**src/rtl/pwm_measure_pkg.sv**
```systemverilog
// Package for the pulse-width distance measurement block.
// Holds the measurement FSM state type and the default timing/width
// constants shared by pwm_measure and its synchronizer.
`timescale 1ns/1ps
package pwm_measure_pkg;

  typedef enum logic {
    IDLE,
    MEASURE
  } state_t;

  // 10 MHz system clock, 147 us per distance unit.
  localparam int unsigned DEF_CLK_HZ         = 10_000_000;
  localparam int unsigned DEF_TICKS_PER_UNIT = 1470;
  localparam int unsigned DEF_OUT_W          = 8;
  localparam int unsigned DEF_SYNC_STAGES    = 2;

endpackage

```
**src/rtl/pwm_measure_sync_edge.sv**
```systemverilog
// pwm_sync_edge: N-stage synchronizer for an asynchronous pulse input,
// plus single-cycle rise/fall strobes on the synchronized level.
// Ports:
//   clk    in   system clock, rising edge
//   rst_n  in   asynchronous active-low reset
//   din    in   asynchronous input pin
//   level  out  synchronized level (s)
//   rise   out  one-cycle strobe, s & ~s_d
//   fall   out  one-cycle strobe, ~s & s_d
`timescale 1ns/1ps
module pwm_sync_edge #(
  parameter int unsigned SYNC_STAGES = 2
) (
  input  logic clk,
  input  logic rst_n,
  input  logic din,
  output logic level,
  output logic rise,
  output logic fall
);

  localparam int unsigned FILL   = SYNC_STAGES + 1;
  localparam int unsigned FILL_W = $clog2(FILL + 1);

  logic [SYNC_STAGES-1:0] sync_q;
  logic                   level_d;
  logic [FILL_W-1:0]      fill_cnt;
  logic                   primed;

  always_ff @(posedge clk or negedge rst_n) begin
    if (!rst_n) begin
      sync_q   <= '0;
      level_d  <= 1'b0;
      fill_cnt <= '0;
    end else begin
      sync_q  <= {sync_q[SYNC_STAGES-2:0], din};
      level_d <= sync_q[SYNC_STAGES-1];
      if (!primed) begin
        fill_cnt <= fill_cnt + FILL_W'(1);
      end
    end
  end

  // Edge strobes stay masked until the synchronizer and the edge history
  // both hold real pin samples; otherwise a pin already high at reset
  // release would look like a fresh rising edge.
  assign primed = (fill_cnt == FILL_W'(FILL));
  assign level  = sync_q[SYNC_STAGES-1];
  assign rise   = primed &  level & ~level_d;
  assign fall   = primed & ~level &  level_d;

endmodule

```
**src/rtl/pwm_measure.sv**
```systemverilog
// pwm_measure: measures the high time of a pulse-width-encoded sensor
// output and converts it to a distance in whole units, rounded to nearest.
// distance holds the last completed measurement until the next falling
// edge of the synchronized input.
// Ports:
//   clk       in   system clock, rising edge
//   reset     in   asynchronous active-low reset (0 = reset)
//   pwm_in    in   asynchronous pulse input, high time encodes distance
//   distance  out  last measured distance in units, registered
`timescale 1ns/1ps
module pwm_measure
  import pwm_measure_pkg::*;
#(
  parameter int unsigned CLK_HZ         = DEF_CLK_HZ,
  parameter int unsigned TICKS_PER_UNIT = DEF_TICKS_PER_UNIT,
  parameter int unsigned OUT_W          = DEF_OUT_W,
  parameter int unsigned SYNC_STAGES    = DEF_SYNC_STAGES
) (
  input  logic             clk,
  input  logic             reset,
  input  logic             pwm_in,
  output logic [OUT_W-1:0] distance
);

  if (CLK_HZ == 0 || TICKS_PER_UNIT < 2 || OUT_W < 1 || SYNC_STAGES < 2) begin : g_bad_params
    $error("pwm_measure: invalid parameter set");
  end

  localparam int unsigned      TICK_W    = $clog2(TICKS_PER_UNIT);
  localparam logic [TICK_W-1:0] TICK_HALF = TICK_W'(TICKS_PER_UNIT / 2);
  localparam logic [TICK_W-1:0] TICK_LAST = TICK_W'(TICKS_PER_UNIT - 1);
  localparam logic [OUT_W-1:0]  UNIT_MAX  = '1;

  logic s_level;
  logic s_rise;
  logic s_fall;

  state_t            state_q, state_d;
  logic [TICK_W-1:0] tick_q, tick_d;
  logic [OUT_W-1:0]  unit_q, unit_d;
  logic [OUT_W-1:0]  dist_q, dist_d;

  pwm_sync_edge #(
    .SYNC_STAGES (SYNC_STAGES)
  ) u_sync (
    .clk   (clk),
    .rst_n (reset),
    .din   (pwm_in),
    .level (s_level),
    .rise  (s_rise),
    .fall  (s_fall)
  );

  always_ff @(posedge clk or negedge reset) begin
    if (!reset) begin
      state_q <= IDLE;
      tick_q  <= '0;
      unit_q  <= '0;
      dist_q  <= '0;
    end else begin
      state_q <= state_d;
      tick_q  <= tick_d;
      unit_q  <= unit_d;
      dist_q  <= dist_d;
    end
  end

  always_comb begin
    state_d = state_q;
    tick_d  = tick_q;
    unit_d  = unit_q;
    dist_d  = dist_q;
    unique case (state_q)
      IDLE: begin
        // Preloading half a unit turns truncation into round-to-nearest.
        if (s_rise) begin
          state_d = MEASURE;
          tick_d  = TICK_HALF;
          unit_d  = '0;
        end
      end
      MEASURE: begin
        if (s_fall) begin
          state_d = IDLE;
          // The rise clock is itself a high clock but the prescaler only
          // advances on the clocks after it; a prescaler sitting on its
          // last tick therefore owes one more unit at capture.
          if (tick_q == TICK_LAST && unit_q != UNIT_MAX) begin
            dist_d = unit_q + OUT_W'(1);
          end else begin
            dist_d = unit_q;
          end
        end else if (s_level) begin
          if (tick_q == TICK_LAST) begin
            tick_d = '0;
            if (unit_q != UNIT_MAX) begin
              unit_d = unit_q + OUT_W'(1);
            end
          end else begin
            tick_d = tick_q + TICK_W'(1);
          end
        end
      end
      default: state_d = IDLE;
    endcase
  end

  assign distance = dist_q;

endmodule

```
**config.mk**
```make
export PLATFORM = sky130hd
export DESIGN_NAME = pwm_measure
export DESIGN_NICKNAME = d
export VERILOG_FILES = /design/src/rtl/pwm_measure_pkg.sv /design/src/rtl/pwm_measure_sync_edge.sv /design/src/rtl/pwm_measure.sv
export SDC_FILE = /design/constraint.sdc
export NUM_CORES = 1
export LEC_CHECK = 0
export BUFFER_PORTS_ARGS = -buffer_cell sky130_fd_sc_hd__buf_2
export CAP_MARGIN = 20
export CORE_UTILIZATION = 40
export CTS_BUF_LIST = sky130_fd_sc_hd__clkbuf_4 sky130_fd_sc_hd__clkbuf_8
export CTS_CLUSTER_SIZE = 8
export DETAILED_ROUTE_END_ITERATION = 10
export SYNTH_ARGS = -nofsm -noshare
export SYNTH_HDL_FRONTEND = slang
export SYNTH_SLANG_ARGS = --single-unit
```
**constraint.sdc**
```tcl
create_clock -name clk -period 5.7 [get_ports clk]
set_clock_uncertainty 0.2 [all_clocks]
set_input_delay 0.57 -clock clk [delete_from_list [all_inputs] [get_ports clk]]
set_output_delay 0.57 -clock clk [all_outputs]
set_load 0.1 [all_outputs]
```
==> metrics.txt <==
Power Total=0.0007219 W; Synthesis Warnings=0; Final Wtd Congestion=0.8079; critical path arrival=2.54 ns; CTS H-tree lvls=2; Post-Place Cell Area=0.001892 mm^2; crit end category=register; Rel. slew slack=0.3816; switching part of the total=0.3717; Seq pwr share=0.457; Detail Route Antenna Nets=0; grt ovf=0; unrepaired setup endpoints after global routing=false; post-synthesis cell area=0.001804 mm^2; highest clock rate=394.7 MHz; Post-Syn Instances=198; total track usage=0.1926; WS Path Type=register to register; Finish-stage setup viols=0; die area=0.004783 mm^2; Yosys reg bits=33; Cell variety after synth=46; critical path startpoint category=register; P per Cell Area=362.2 mW/mm^2; area of the multi-input gates=905.9 um^2; crit path launch=state_q; Slew Limit Fails=0; via-per-instance ratio=6.125; CTS sink count=33; Yosys top cell area share=0.4577; required time of the critical path=5.71 ns; total vias in the final route=1574; Post-synth ARST share=1.000; fin area=0.001993 mm^2; HP Class=input pin to asynchronous set/reset pin; placement row count=24; initial core utilization=0.4144; Layout Utilization=0.4578; status=finished clean; Routed WL=4220 um; total CTS buffers=5; Reg-to-Reg Start=state_q; # Max-Cap Violations=0; I/O Pins=11; initial antenna violation count=0; Comb pwr share=0.272; fin crit share=0.4445; Mapped Nets=205; DIE WIDTH=69.16 um; Remaining DRCs=0; min cycle time layout=2.534 ns; Root Buffer=clkbuf_8; share of cells above drive strength 1=0.1220; Die H=69.16 um; Main synth FF type=dfrtp_1; Synth Area per Inst=9.112 um^2; port bufs=10; Cell Int Power=0.0004535 W; Fillers=422; DR iter-0 viols=166; routed len/inst=16.42 um; final hold vios=0; largest net degree at the start of global routing=34; cts repair resizes=0; vias in the first global route=1451; DPL Wire Length=2726 um; clk buf depth=2; Nets=211; clock share of power=0.271; synth top area cells=dfrtp_1 46%, nand2_1 4.4%, o21ai_0 4.2%; Final TNS setup=0 ns; clock slew at reported path FFs=0.07 ns; DP Worst Slack=3.163 ns; Post-CTS Hold Fix Bufs=0; Post-synth EDFFs=0; area leader, netlist=dfrtp_1; worst vdd rail ir drop=0.0001818 V; # diodes=0; Final WS setup=3.166 ns; first-pass GRT wire length=7320 um; Register Area=825.8 um^2; worst-skew pair later-pin latency=0.29 ns; post-CTS setup buffer count=0; Core Region=0.004354 mm^2; DRT Pass-1 Iters=4; leakage dissipation=0.8108 nW; crit path max fanout=27; CTS tree=yes; Least-Margin Pin Slew=0.9204 ns; area grow syn2layout=10.47%; NetSw=0.0002684 W; post-synthesis sequential area ratio=0.4577
through the flow:
stage | hold slack, ns | instances
3_3_place_gp | 0.1328 | 248
4_1_cts | 0.1531 | 257
6_report | 0.1362 | 257
2_1_floorplan | 0.07441 | 198
3_5_place_dp | 0.1364 | 249
5_1_grt | 0.1684 | 257
area by class of cell:
class	instances	share of cell area
Multi-Input combinational cell	145	0.4545
Inverter	7	0.01318
Timing Repair Buffer	12	0.03453
Clock inverter	1	0.002511
Sequential cell	33	0.4143
Tap cell	52	0.03264
Clock buffer	7	0.04834
cell usage after synthesis (2+ instances only):
library cell / instances
a21oi_1: 12
a22o_1: 4
a31oi_1: 9
a41o_1: 2
and2_1: 2
buf_2: 2
clkbuf_1: 11
dfrtp_1: 33
ha_1: 4
inv_1: 6
nand2_1: 21
nand3_1: 8
nand4_1: 4
nand4b_1: 2
nor2_1: 7
nor3_1: 8
nor4_1: 4
o2111ai_1: 2
o211ai_1: 5
o21a_1: 3
o21ai_0: 15
o31ai_1: 3
o41ai_1: 3
or2_2: 2
or3_1: 4
or4_1: 2
per-layer routing:
layer,up-vias,share of wire,global-route usage
met5,-,0,0
met4,0,0.0097,0.07710
met3,4,0.044,0.05556
met2,48,0.48,0.2999
met1,762,0.46,0.2514
li1,760,-,-
state kept, by name (all words and copies together) (netlist names):
signal           count
u_sync.fill_cnt      2
u_sync.sync_q        2
distance             8
tick_q              11
unit_q               8
state_q              1
u_sync.level_d       1
cell families after synthesis:
family	share of synthesized area
AO/OA/AOI/OAI	0.2552
adder cells (fa/ha/maj)	0.02774
flip-flops	0.4577
multiplexers	0.01179
buffers and inverters	0.04299
AND/OR/NAND/NOR	0.1997
XOR/XNOR	0.004855
cell usage in the layout, fill, tap and decap left out, types with 7 or more instances in the layout:
cell type and n:
buf_2 10, nand3_1 8, o21ai_0 15, nor3_1 7, nand2_1 21, dfrtp_1 33, nor2_1 7, a31oi_1 9
clkbuf_8 7, a21oi_1 12
worst paths after layout:
| check | endpoint | depth (start not counted) | slack, ns |
|---|---|---|---|
| worst max register to register | distance[7] | 4 | 3.17 |
| min in group clk | u_sync.sync_q[1] | 0 | 0.16 |
| worst min-delay path | distance[6] | 1 | 0.14 |
| worst min register to register | u_sync.sync_q[1] | 0 | 0.16 |
| worst max-delay path | distance[7] | 4 | 3.17 |
| max in group asynchronous | distance[2] | 1 | 4.70 |
power groups by stage:
stage | combinational (W) | clock, W | sequential [W]
2_1_floorplan | 0.000121 | 0 | 0.000357
3_3_place_gp | 0.000192 | 0 | 0.000329
3_5_place_dp | 0.000195 | 0 | 0.000331
4_1_cts | 0.000199 | 0.000201 | 0.000327
5_1_grt | 0.000222 | 0.000210 | 0.000338
6_report | 0.000196 | 0.000196 | 0.000330
critical path: stages, from the launching register on:
cell,delay [ns]
dfrtp_1,0.91
inv_2,0.17
nor3_1,0.80
o41ai_1,0.18
o21ai_0,0.19
No activity file was read; power rests on OpenSTA's default activity.
